**src/rtl/melody_sequencer_if.sv**
```systemverilog
// rtl/melody_sequencer_if.sv - write/control/status bundle of the melody sequencer
//
// Groups every melody_sequencer signal except clock and reset.
//   strb_i        duration time-base tick
//   wr_en_i/wr_addr_i/wr_data_i  melody memory write port, data = {note, dur}
//   play_i/stop_i/loop_i         transport controls (level-sampled)
//   tempo_i       duration unit = tempo_i+1 strobes (MELODY_SEQ_TEMPO_EN only)
//   note_index_o/note_valid_o    note to the notes ROM and its gate
//   busy_o/step_o/done_o         status: running, current entry, end pulse
// master drives the controls (bench / host), slave is the sequencer.
// Optional feature macro: MELODY_SEQ_TEMPO_EN.
interface melody_sequencer_if #(
    parameter int SEQ_LEN = 16,
    parameter int NOTE_W  = 6,
    parameter int DUR_W   = 4
);
    localparam int AW = $clog2(SEQ_LEN);

    logic                    strb_i;
    logic                    wr_en_i;
    logic [AW-1:0]           wr_addr_i;
    logic [NOTE_W+DUR_W-1:0] wr_data_i;
    logic                    play_i;
    logic                    stop_i;
    logic                    loop_i;
`ifdef MELODY_SEQ_TEMPO_EN
    logic [3:0]              tempo_i;
`endif
    logic [NOTE_W-1:0]       note_index_o;
    logic                    note_valid_o;
    logic                    busy_o;
    logic [AW-1:0]           step_o;
    logic                    done_o;

    modport master (
`ifdef MELODY_SEQ_TEMPO_EN
        output tempo_i,
`endif
        output strb_i, wr_en_i, wr_addr_i, wr_data_i, play_i, stop_i, loop_i,
        input  note_index_o, note_valid_o, busy_o, step_o, done_o
    );

    modport slave (
`ifdef MELODY_SEQ_TEMPO_EN
        input  tempo_i,
`endif
        input  strb_i, wr_en_i, wr_addr_i, wr_data_i, play_i, stop_i, loop_i,
        output note_index_o, note_valid_o, busy_o, step_o, done_o
    );
endinterface

```
**src/rtl/melody_sequencer.sv**
```systemverilog
// rtl/melody_sequencer.sv - programmable {note, duration} melody sequencer
//
// Ports:
//   clk_i    system clock
//   rst_n_i  asynchronous active-low reset
//   bus      melody_sequencer_if.slave (memory write port, play/stop/loop,
//            strobe, note/gate/status outputs)
// Steps through a writable melody memory on strobe ticks. dur==0 marks the
// end of the melody, note==0 is a rest (plays its duration with the gate low).
// Optional feature macro: MELODY_SEQ_TEMPO_EN (tempo_i prescaler, one
// duration unit = tempo_i+1 strobes).
module melody_sequencer #(
    parameter int SEQ_LEN = 16,
    parameter int NOTE_W  = 6,
    parameter int DUR_W   = 4
) (
    input  logic                clk_i,
    input  logic                rst_n_i,
    melody_sequencer_if.slave   bus
);
    localparam int AW    = $clog2(SEQ_LEN);
    localparam int ENT_W = NOTE_W + DUR_W;
    localparam logic [AW-1:0]    LAST_ADDR = AW'(SEQ_LEN - 1);
    localparam logic [DUR_W-1:0] DUR_ONE   = DUR_W'(1);

    typedef enum logic [1:0] {
        IDLE  = 2'd0,
        FETCH = 2'd1,
        PLAY  = 2'd2
    } state_t;

    state_t             state_q, state_n;
    logic [AW-1:0]      addr_q, addr_n;
    logic [DUR_W-1:0]   rem_q, rem_n;
    logic [NOTE_W-1:0]  note_q, note_n;
    logic               valid_q, valid_n;
    logic               busy_q, busy_n;
    logic [AW-1:0]      step_q, step_n;
    logic               done_q, done_n;
    logic               to_idle;
    logic               unit_tick;

    logic [ENT_W-1:0]   mem [SEQ_LEN];
    logic [ENT_W-1:0]   rd_q;
    logic [NOTE_W-1:0]  rd_note;
    logic [DUR_W-1:0]   rd_dur;

    assign rd_note = rd_q[ENT_W-1:DUR_W];
    assign rd_dur  = rd_q[DUR_W-1:0];

`ifdef MELODY_SEQ_TEMPO_EN
    logic [3:0] psc_q, psc_n;
    // A duration unit elapses on the strobe that completes tempo_i+1 strobes.
    assign unit_tick = bus.strb_i && (psc_q == bus.tempo_i);
`else
    assign unit_tick = bus.strb_i;
`endif

    // The read address is the next-cycle address, so the entry is already in
    // rd_q during the single FETCH cycle and can be evaluated at its end.
    // Read-before-write: a same-cycle write to that address returns old data.
    always_ff @(posedge clk_i) begin
        if (bus.wr_en_i) begin
            mem[bus.wr_addr_i] <= bus.wr_data_i;
        end
        rd_q <= mem[addr_n];
    end

    always_comb begin
        state_n = state_q;
        addr_n  = addr_q;
        rem_n   = rem_q;
        note_n  = note_q;
        valid_n = valid_q;
        step_n  = step_q;
        done_n  = 1'b0;
        to_idle = 1'b0;
`ifdef MELODY_SEQ_TEMPO_EN
        psc_n   = psc_q;
`endif
        case (state_q)
            IDLE: begin
                if (bus.play_i) begin
                    state_n = FETCH;
                    addr_n  = '0;
                end
            end
            FETCH: begin
                if (rd_dur != '0) begin
                    state_n = PLAY;
                    note_n  = rd_note;
                    valid_n = |rd_note;
                    step_n  = addr_q;
                    rem_n   = rd_dur;
`ifdef MELODY_SEQ_TEMPO_EN
                    psc_n   = '0;
`endif
                end else if (bus.loop_i && addr_q != '0) begin
                    addr_n = '0;
                end else begin
                    // End marker at entry 0 never loops: empty melody ends.
                    to_idle = 1'b1;
                    done_n  = 1'b1;
                end
            end
            PLAY: begin
`ifdef MELODY_SEQ_TEMPO_EN
                if (bus.strb_i) begin
                    psc_n = unit_tick ? 4'd0 : psc_q + 4'd1;
                end
`endif
                if (unit_tick) begin
                    if (rem_q != DUR_ONE) begin
                        rem_n = rem_q - DUR_ONE;
                    end else if (addr_q == LAST_ADDR) begin
                        if (bus.loop_i) begin
                            state_n = FETCH;
                            addr_n  = '0;
                        end else begin
                            to_idle = 1'b1;
                            done_n  = 1'b1;
                        end
                    end else begin
                        state_n = FETCH;
                        addr_n  = addr_q + AW'(1);
                    end
                end
            end
            default: begin
                to_idle = 1'b1;
            end
        endcase

        if (bus.stop_i) begin
            to_idle = 1'b1;
            done_n  = 1'b0;
        end

        if (to_idle) begin
            state_n = IDLE;
            addr_n  = '0;
            rem_n   = '0;
            note_n  = '0;
            valid_n = 1'b0;
            step_n  = '0;
        end

        busy_n = (state_n != IDLE);
    end

    always_ff @(posedge clk_i or negedge rst_n_i) begin
        if (!rst_n_i) begin
            state_q <= IDLE;
            addr_q  <= '0;
            rem_q   <= '0;
            note_q  <= '0;
            valid_q <= 1'b0;
            busy_q  <= 1'b0;
            step_q  <= '0;
            done_q  <= 1'b0;
`ifdef MELODY_SEQ_TEMPO_EN
            psc_q   <= '0;
`endif
        end else begin
            state_q <= state_n;
            addr_q  <= addr_n;
            rem_q   <= rem_n;
            note_q  <= note_n;
            valid_q <= valid_n;
            busy_q  <= busy_n;
            step_q  <= step_n;
            done_q  <= done_n;
`ifdef MELODY_SEQ_TEMPO_EN
            psc_q   <= psc_n;
`endif
        end
    end

    assign bus.note_index_o = note_q;
    assign bus.note_valid_o = valid_q;
    assign bus.busy_o       = busy_q;
    assign bus.step_o       = step_q;
    assign bus.done_o       = done_q;
endmodule

```
**src/flat_wrapper.sv**
```systemverilog
// flat-port wrapper written by rule: the top's interface ports become plain ports
module melody_sequencer_flat 
#(
    parameter int SEQ_LEN = 16,
    parameter int NOTE_W  = 6,
    parameter int DUR_W   = 4
)
  (clk_i, rst_n_i, bus_strb_i, bus_wr_en_i, bus_wr_addr_i, bus_wr_data_i, bus_play_i, bus_stop_i, bus_loop_i, bus_note_index_o, bus_note_valid_o, bus_busy_o, bus_step_o, bus_done_o);
  melody_sequencer_if #(.SEQ_LEN(SEQ_LEN), .NOTE_W(NOTE_W), .DUR_W(DUR_W)) bus_i ();
  input  logic clk_i;
  input  logic rst_n_i;
  input wire logic [$bits(bus_i.strb_i)-1:0] bus_strb_i;
  input wire logic [$bits(bus_i.wr_en_i)-1:0] bus_wr_en_i;
  input wire logic [$bits(bus_i.wr_addr_i)-1:0] bus_wr_addr_i;
  input wire logic [$bits(bus_i.wr_data_i)-1:0] bus_wr_data_i;
  input wire logic [$bits(bus_i.play_i)-1:0] bus_play_i;
  input wire logic [$bits(bus_i.stop_i)-1:0] bus_stop_i;
  input wire logic [$bits(bus_i.loop_i)-1:0] bus_loop_i;
  output wire logic [$bits(bus_i.note_index_o)-1:0] bus_note_index_o;
  output wire logic [$bits(bus_i.note_valid_o)-1:0] bus_note_valid_o;
  output wire logic [$bits(bus_i.busy_o)-1:0] bus_busy_o;
  output wire logic [$bits(bus_i.step_o)-1:0] bus_step_o;
  output wire logic [$bits(bus_i.done_o)-1:0] bus_done_o;
  assign bus_i.strb_i = bus_strb_i;
  assign bus_i.wr_en_i = bus_wr_en_i;
  assign bus_i.wr_addr_i = bus_wr_addr_i;
  assign bus_i.wr_data_i = bus_wr_data_i;
  assign bus_i.play_i = bus_play_i;
  assign bus_i.stop_i = bus_stop_i;
  assign bus_i.loop_i = bus_loop_i;
  assign bus_note_index_o = bus_i.note_index_o;
  assign bus_note_valid_o = bus_i.note_valid_o;
  assign bus_busy_o = bus_i.busy_o;
  assign bus_step_o = bus_i.step_o;
  assign bus_done_o = bus_i.done_o;
  melody_sequencer #(.SEQ_LEN(SEQ_LEN), .NOTE_W(NOTE_W), .DUR_W(DUR_W)) u_core (.clk_i(clk_i), .rst_n_i(rst_n_i), .bus(bus_i));
endmodule
```
**config.mk**
```make
export PLATFORM = sky130hd
export DESIGN_NAME = melody_sequencer_flat
export DESIGN_NICKNAME = d
export VERILOG_FILES = /design/src/rtl/melody_sequencer_if.sv /design/src/rtl/melody_sequencer.sv /design/src/flat_wrapper.sv
export SDC_FILE = /design/constraint.sdc
export NUM_CORES = 1
export LEC_CHECK = 0
export ABC_AREA = 1
export CAP_MARGIN = 25
export CORE_AREA = 2 2 153 140
export CTS_CLUSTER_DIAMETER = 80
export CTS_CLUSTER_SIZE = 10
export DETAILED_ROUTE_END_ITERATION = 16
export DIE_AREA = 0 0 155 142
export GPL_ROUTABILITY_DRIVEN = 0
export PLACE_DENSITY = 0.56
export SYNTH_ARGS = -nofsm -noshare
export SYNTH_HDL_FRONTEND = slang
export SYNTH_SLANG_ARGS = --single-unit
```
**constraint.sdc**
```tcl
create_clock -name clk_i -period 3.9 [get_ports clk_i]
set_clock_uncertainty 0.2 [all_clocks]
set_input_delay 1.17 -clock clk_i [delete_from_list [all_inputs] [get_ports clk_i]]
set_output_delay 1.17 -clock clk_i [all_outputs]
set_load 0.05 [all_outputs]
```
==> impl_metrics.yaml, run 1 <==
sta:
  final-max-slew-violation-count: 0
  tightest_pin_transition_ps: 790.3
  final_critical_path_setup_slack_ps: 740.1
  totalNegativeSetupSlack_ps: 0
  slew-limit-headroom: 0.4715
  setup_viol_count_final: 0
  period_minus_slack_ps: 3160
  unrepaired_setup_endpoints_after_global_routing: "no"
  fin_crit_sh: 0.8102
  max_freq_mhz: 316.5
  finalHoldViolCount: 0
cts:
  clockBufferDepth: 2
  post_cts_hold_buffer_count: 0
  cts_resized: 0
  clk_pin_slew_ps: 70
  tritoncts.num_buffers: 17
  post_cts_buffers: 0
  tritoncts_clock_tree: "built"
  cts.sink_count: 193
  clockRootBuffer: "sky130_fd_sc_hd__clkbuf_16"
  clock_insertion_delay_at_the_later_pin_of_the_skew_report_ps: 430
  clock_tree.htree_level_count: 4
synth:
  netlist_instances: 838
  ys.warnings.count: 0
  synthTopCellsByArea: "sky130_fd_sc_hd__edfxtp_1, sky130_fd_sc_hd__nand3_1, sky130_fd_sc_hd__dfrtp_1"
  synth_enable_flop_cells: 160
  syn-cell-area_um2: 8701
  avg_cell_area_syn_um2: 10.38
  yosysMostFrequentCell: "sky130_fd_sc_hd__nand3_1"
  ys_dominant_reg_cell: "sky130_fd_sc_hd__edfxtp_1"
  synthesized_nets: 867
  synth_async_sr_flop_share: 0.1192
  yosys.area_share.simple: 0.2391
  yosys.area_share.adder: 0.01150
  yosys.area.top_type: "sky130_fd_sc_hd__edfxtp_1"
  post_synth_xor_area_fraction: 0.001007
  yosys-top-cells-count: "sky130_fd_sc_hd__nand3_1, sky130_fd_sc_hd__edfxtp_1, sky130_fd_sc_hd__inv_1, sky130_fd_sc_hd__nand2_1, sky130_fd_sc_hd__nand3b_1"
  yosysUniqueCellTypes: 32
  ys_seq_elements: 193
  synth_compound_gate_area_share: 0.02085
  synth.area.mux_share: 0
  seq_area_frac_synth: 0.6414
  yosysTopAreaCellShare: 0.5522
  combinational_family_with_the_most_area_after_synthesis: "simple AND/OR/NAND/NOR gates"
job:
  max_cap_violations: 0
worst_setup_path:
  worst_r2r_path_depth: 13
  timing.critical_path.to_type: "flop"
  critical_path.max_fanout: 16
  critPathKind: "primary input to flop"
  worstPathArrival_ps: 3280
  start_kind: "primary input"
  required_ps: 4020
detailed_routing:
  drtIter0Drc: 423
  dr_total_vias: 5913
  avgViaCountPerCell: 5.106
  overall_routed_net_length_um: 20720
  drcViolationCount: 0
  detail-route-antenna-nets: 0
  detailedRoute.firstPassIterationCount: 4
  routedWlPerCell_um: 17.89
pwr:
  finalPower_mw: 4.287
  cellPowerDensity_nw_per_um2: 426.2
  static-leakage-power_nw: 4.137
  irDropWorstVdd_uv: 277.8
global_route:
  vias_in_the_first_global_route: 5762
  grt.total_usage: 0.1978
  grt_overflow_total: 0
  grt_start_max_net_pins: 69
  antenna_found_initial: 0
  grt_pass1_wl_um: 32720
finish:
  area_delta_synth_final_pct: 15.62
  drive_above_1_share: 0.09800
  diodes: 0
  postLayoutCellArea_um2: 10060
  finish.net_count: 914
  fillers: 1919
  post-route-util: 0.4917
die:
  io-pin-count: 34
  fp.dieArea_um2: 22010
  fp.dieW_um: 155
  initial_utilization: 0.4253
  core_area_um2: 20460
  num_rows: 50
  fp.dieH_um: 142
place:
  dp_hpwl_um: 13190
  pre_cts_ws_ps: 309.5
  io_buffer_count: 33
  placedInstanceArea_um2: 9452
status:
  run_status: "complete, no violations"
min_path:
  min-delay-path-class: "flop to flop"
  hold_depth: 2
==> power breakdown <==
part,switching [mW],total [mW],internal [mW]
Sequential,0.0158,2.30,2.28
Combinational,0.157,0.231,0.0739
Clock,0.769,1.76,0.991
==> path summary, 6_finish.rpt <==
path / startpoint / to / slack (ps)
worst min register to register: u_core.rd_q[9] / u_core.bus.note_index_o[5] / 270
worst max register to register: u_core.state_q[1] / u_core.rd_q[4] / 1200
worst min-delay path: u_core.rd_q[9] / u_core.bus.note_index_o[5] / 270
worst max-delay path: bus_loop_i / u_core.rd_q[7] / 740
max in group asynchronous: rst_n_i / u_core.addr_q[1] / 2370
min in group asynchronous: rst_n_i / u_core.bus.step_o[3] / 900
==> worst max-delay path: stages <==
cell	delay (ps)
sky130_fd_sc_hd__clkdlybuf4s50_1	510
sky130_fd_sc_hd__inv_1	50
sky130_fd_sc_hd__nand2_1	110
sky130_fd_sc_hd__nor2_2	60
sky130_fd_sc_hd__nand3_1	100
sky130_fd_sc_hd__nand2_2	90
sky130_fd_sc_hd__nor2_4	250
sky130_fd_sc_hd__inv_2	70
sky130_fd_sc_hd__a21oi_2	180
sky130_fd_sc_hd__buf_4	310
sky130_fd_sc_hd__nand3_1	150
sky130_fd_sc_hd__nand3_1	160
sky130_fd_sc_hd__nand2_1	70
==> cells by family after synthesis <==
family,Yosys count
xor+xnor,1
flops,193
simple gates,422
fa+ha+maj,8
compound gates,30
buf+inv,184
==> registers in the layout (all words and copies together) (netlist names) <==
register,count
u_core.mem,160
u_core.rd_q,10
u_core.bus.note_index_o,6
u_core.addr_q,4
u_core.bus.step_o,4
u_core.rem_q,4
u_core.state_q,2
u_core.bus.busy_o,1
u_core.bus.done_o,1
u_core.bus.note_valid_o,1
==> layout by cell type (no fill, tap or decap), drive strengths merged <==
cell and instances:
dfrtp 23, o21ai 11, a31oi 2, nand2 138, o211ai 2, or2 3, a21oi 11, clkbuf 25
dfxtp 10, nor3 3, nand3b 52, o31ai 1, o41ai 1, nand3 194, buf 36, nor2 29
clkinv 4, ha 8, xor2 1, edfxtp 160, a211oi 2, inv 146, nand4 3, clkdlybuf4s50 33
==> per-stage QoR <==
stage	instances	hold WS, ps
final	1158	270.4
after global routing	1158	288.0
after CTS	1158	276.3
after detailed placement	1126	258.6
after global placement	1126	262.2
after floorplan	838	234.5
==> layer usage <==
metal	share of wire	track usage	up-vias
met5	0	0	-
met2	0.47	0.3158	128
met4	0.012	0.05702	0
met1	0.48	0.2797	2854
met3	0.038	0.03441	20
li1	-	-	2911
==> area by class of cell <==
type                    count  area, µm²  area share
clock buffers              25      548.0     0.05448
clock inverters             7      60.06    0.005970
inverters                 143      536.8     0.05336
multi-input cells         461       2371      0.2357
flip-flops and latches    193       5580      0.5547
well taps                 260      325.3     0.03234
repair buffers             69      638.1     0.06343
No activity file was read; power rests on OpenSTA's default activity.
==> run 2, diff against run 1 <==
==> constraint.sdc (replaced) <==
create_clock -name clk_i -period 3 [get_ports clk_i]
set_clock_uncertainty 0.2 [all_clocks]
set_input_delay 0.9 -clock clk_i [delete_from_list [all_inputs] [get_ports clk_i]]
set_output_delay 0.9 -clock clk_i [all_outputs]
set_load 0.05 [all_outputs]
==> run 2 against run 1 <==
Clock power increased by 36%. Via count increased by 0.61%. Wire length decreased by 1.7%. Highest routed layer unchanged.
==> impl_metrics.yaml, run 2 (synthesized netlist as in run 1, its figures left out) <==
die:
  fp.dieW_um: 155
  initial_utilization: 0.4253
  core_area_um2: 20460
  num_rows: 50
  fp.dieH_um: 142
  io-pin-count: 34
  fp.dieArea_um2: 22010
sta:
  final_critical_path_setup_slack_ps: 150.2
  final-max-slew-violation-count: 0
  tightest_pin_transition_ps: 678.7
  finalHoldViolCount: 0
  slew-limit-headroom: 0.5461
  setup_viol_count_final: 0
  max_freq_mhz: 350.9
  period_minus_slack_ps: 2850
  totalNegativeSetupSlack_ps: 0
  fin_crit_sh: 0.9499
  hold_slack_ps: 265.3
  unrepaired_setup_endpoints_after_global_routing: "no"
min_path:
  min-delay-path-class: "flop to flop"
worst_setup_path:
  critical_path.slowest_cell: "sky130_fd_sc_hd__clkdlybuf4s50_1"
  critical_path.max_fanout: 50
  path_buf_inv: 4
  start_kind: "primary input"
  timing.critical_path.mode_cell: "sky130_fd_sc_hd__nand3_1"
  cp_cell_sequence: "clkdlybuf4s50_1 > inv_1 > nand2_1 > nor2_2 > nand3_1 > nand2_2 > nor2_4 > buf_12 > buf_4 > nand3b_1 > nand3_1 > nand3_1 > nand3_1 > nand2_1"
  critPathMaxStageDelay_ps: 520
  cp_top_family: "buffers and inverters"
  critPathKind: "primary input to flop"
  required_ps: 3110
  worstPathArrival_ps: 2960
  timing.critical_path.to_type: "flop"
cts:
  clockRootBuffer: "sky130_fd_sc_hd__clkbuf_16"
  clockBufferDepth: 2
  post_cts_buffers: 0
  tritoncts_clock_tree: "built"
  cts.sink_count: 193
  post_cts_hold_buffer_count: 0
  clock_insertion_delay_at_the_later_pin_of_the_skew_report_ps: 430
  clk_pin_slew_ps: 60
  clock_tree.htree_level_count: 4
  tritoncts.num_buffers: 17
  cts_resized: 0
pwr:
  finalPower_mw: 5.694
  combinationalPowerShare: 0.057
  p_clk_frac: 0.419
  cellPowerDensity_nw_per_um2: 549.6
  internal-power_mw: 4.478
  power_switching_mw: 1.216
  power_switching_share: 0.2135
  seqPwrFrac: 0.524
  irDropWorstVdd_uv: 320.8
  static-leakage-power_nw: 4.298
global_route:
  grt_start_max_net_pins: 51
  antenna_found_initial: 0
  vias_in_the_first_global_route: 5623
  grt.total_usage: 0.1929
  grt_pass1_wl_um: 31870
  grt_overflow_total: 0
detailed_routing:
  detailedRoute.firstPassIterationCount: 5
  overall_routed_net_length_um: 20360
  drtIter0Drc: 410
  drcViolationCount: 0
  routedWlPerCell_um: 17.17
  detail-route-antenna-nets: 0
  dr_total_vias: 5949
  avgViaCountPerCell: 5.016
finish:
  drive_above_1_share: 0.1231
  final_cell_mix: "sky130_fd_sc_hd__nand3_1, sky130_fd_sc_hd__edfxtp_1, sky130_fd_sc_hd__inv_1, sky130_fd_sc_hd__nand2_1, sky130_fd_sc_hd__buf_4"
  area_delta_synth_final_pct: 19.05
  final_cells: 1186
  diodes: 0
  largest_register_ffs: 160
  mostFrequentLayoutCell: "sky130_fd_sc_hd__nand3_1"
  top_register: "u_core.mem"
  postLayoutCellArea_um2: 10360
  finish.net_count: 943
  post-route-util: 0.5064
place:
  place.detailed.instances: 1155
  pre_cts_ws_ps: -271.9
  placedInstanceArea_um2: 9744
  io_buffer_count: 33
  dp_hpwl_um: 13560
job:
  max_cap_violations: 0
status:
  run_status: "complete, no violations"
run 2: cell types whose count changed in the layout (fill, tap and decap cells not counted), sizes merged:
cell	change
clkinv	+1
buf	+29
clkinvlp	+1
clkbuf	-7
bufinv	+4
run 2: layer usage:
layer | track usage | vias up | wire, µm
li1 | - | 2961 | -
met1 | 0.2685 | 2840 | 9725
met2 | 0.3156 | 135 | 9571
met3 | 0.03867 | 13 | 885
met4 | 0.04240 | 0 | 179
met5 | 0 | - | 0
run 2: path summary, 6_finish.rpt:
path,slack [ps],depth (start not counted),start,endpoint
min in group asynchronous,640,2,rst_n_i,u_core.state_q[1]
max reg2reg,440,16,u_core.state_q[1],u_core.rd_q[2]
max,150,14,bus_loop_i,u_core.rd_q[2]
min reg2reg,270,2,u_core.rd_q[8],u_core.bus.note_index_o[4]
min,270,2,u_core.rd_q[8],u_core.bus.note_index_o[4]
max in group asynchronous,1720,2,rst_n_i,u_core.bus.note_index_o[1]
run 2: cell type report:
class | count | area [µm²]
Clock buffer | 18 | 429.2
Clock inverter | 13 | 185.2
Multi-Input combinational cell | 461 | 2371
Sequential cell | 193 | 5580
Inverter | 143 | 536.8
Fill cell | 1873 | 10100
Tap cell | 260 | 325.3
Timing Repair Buffer | 98 | 930.9
run 2: power groups by stage:
stage	clock, mW	combinational (mW)	sequential, mW
global route	2.52	0.354	2.99
CTS	2.42	0.327	2.98
detailed placement	0	0.326	3.04
floorplan	0	0.139	3.07
global placement	0	0.325	3.04
finish	2.39	0.323	2.99
run 2: tightest hold or removal path, delay by kind of cell, from the launching register on:
family,cells,cell delay [ps]
AND/OR/NAND/NOR,1,60
flip-flops,1,310
AO/OA/AOI/OAI,1,60
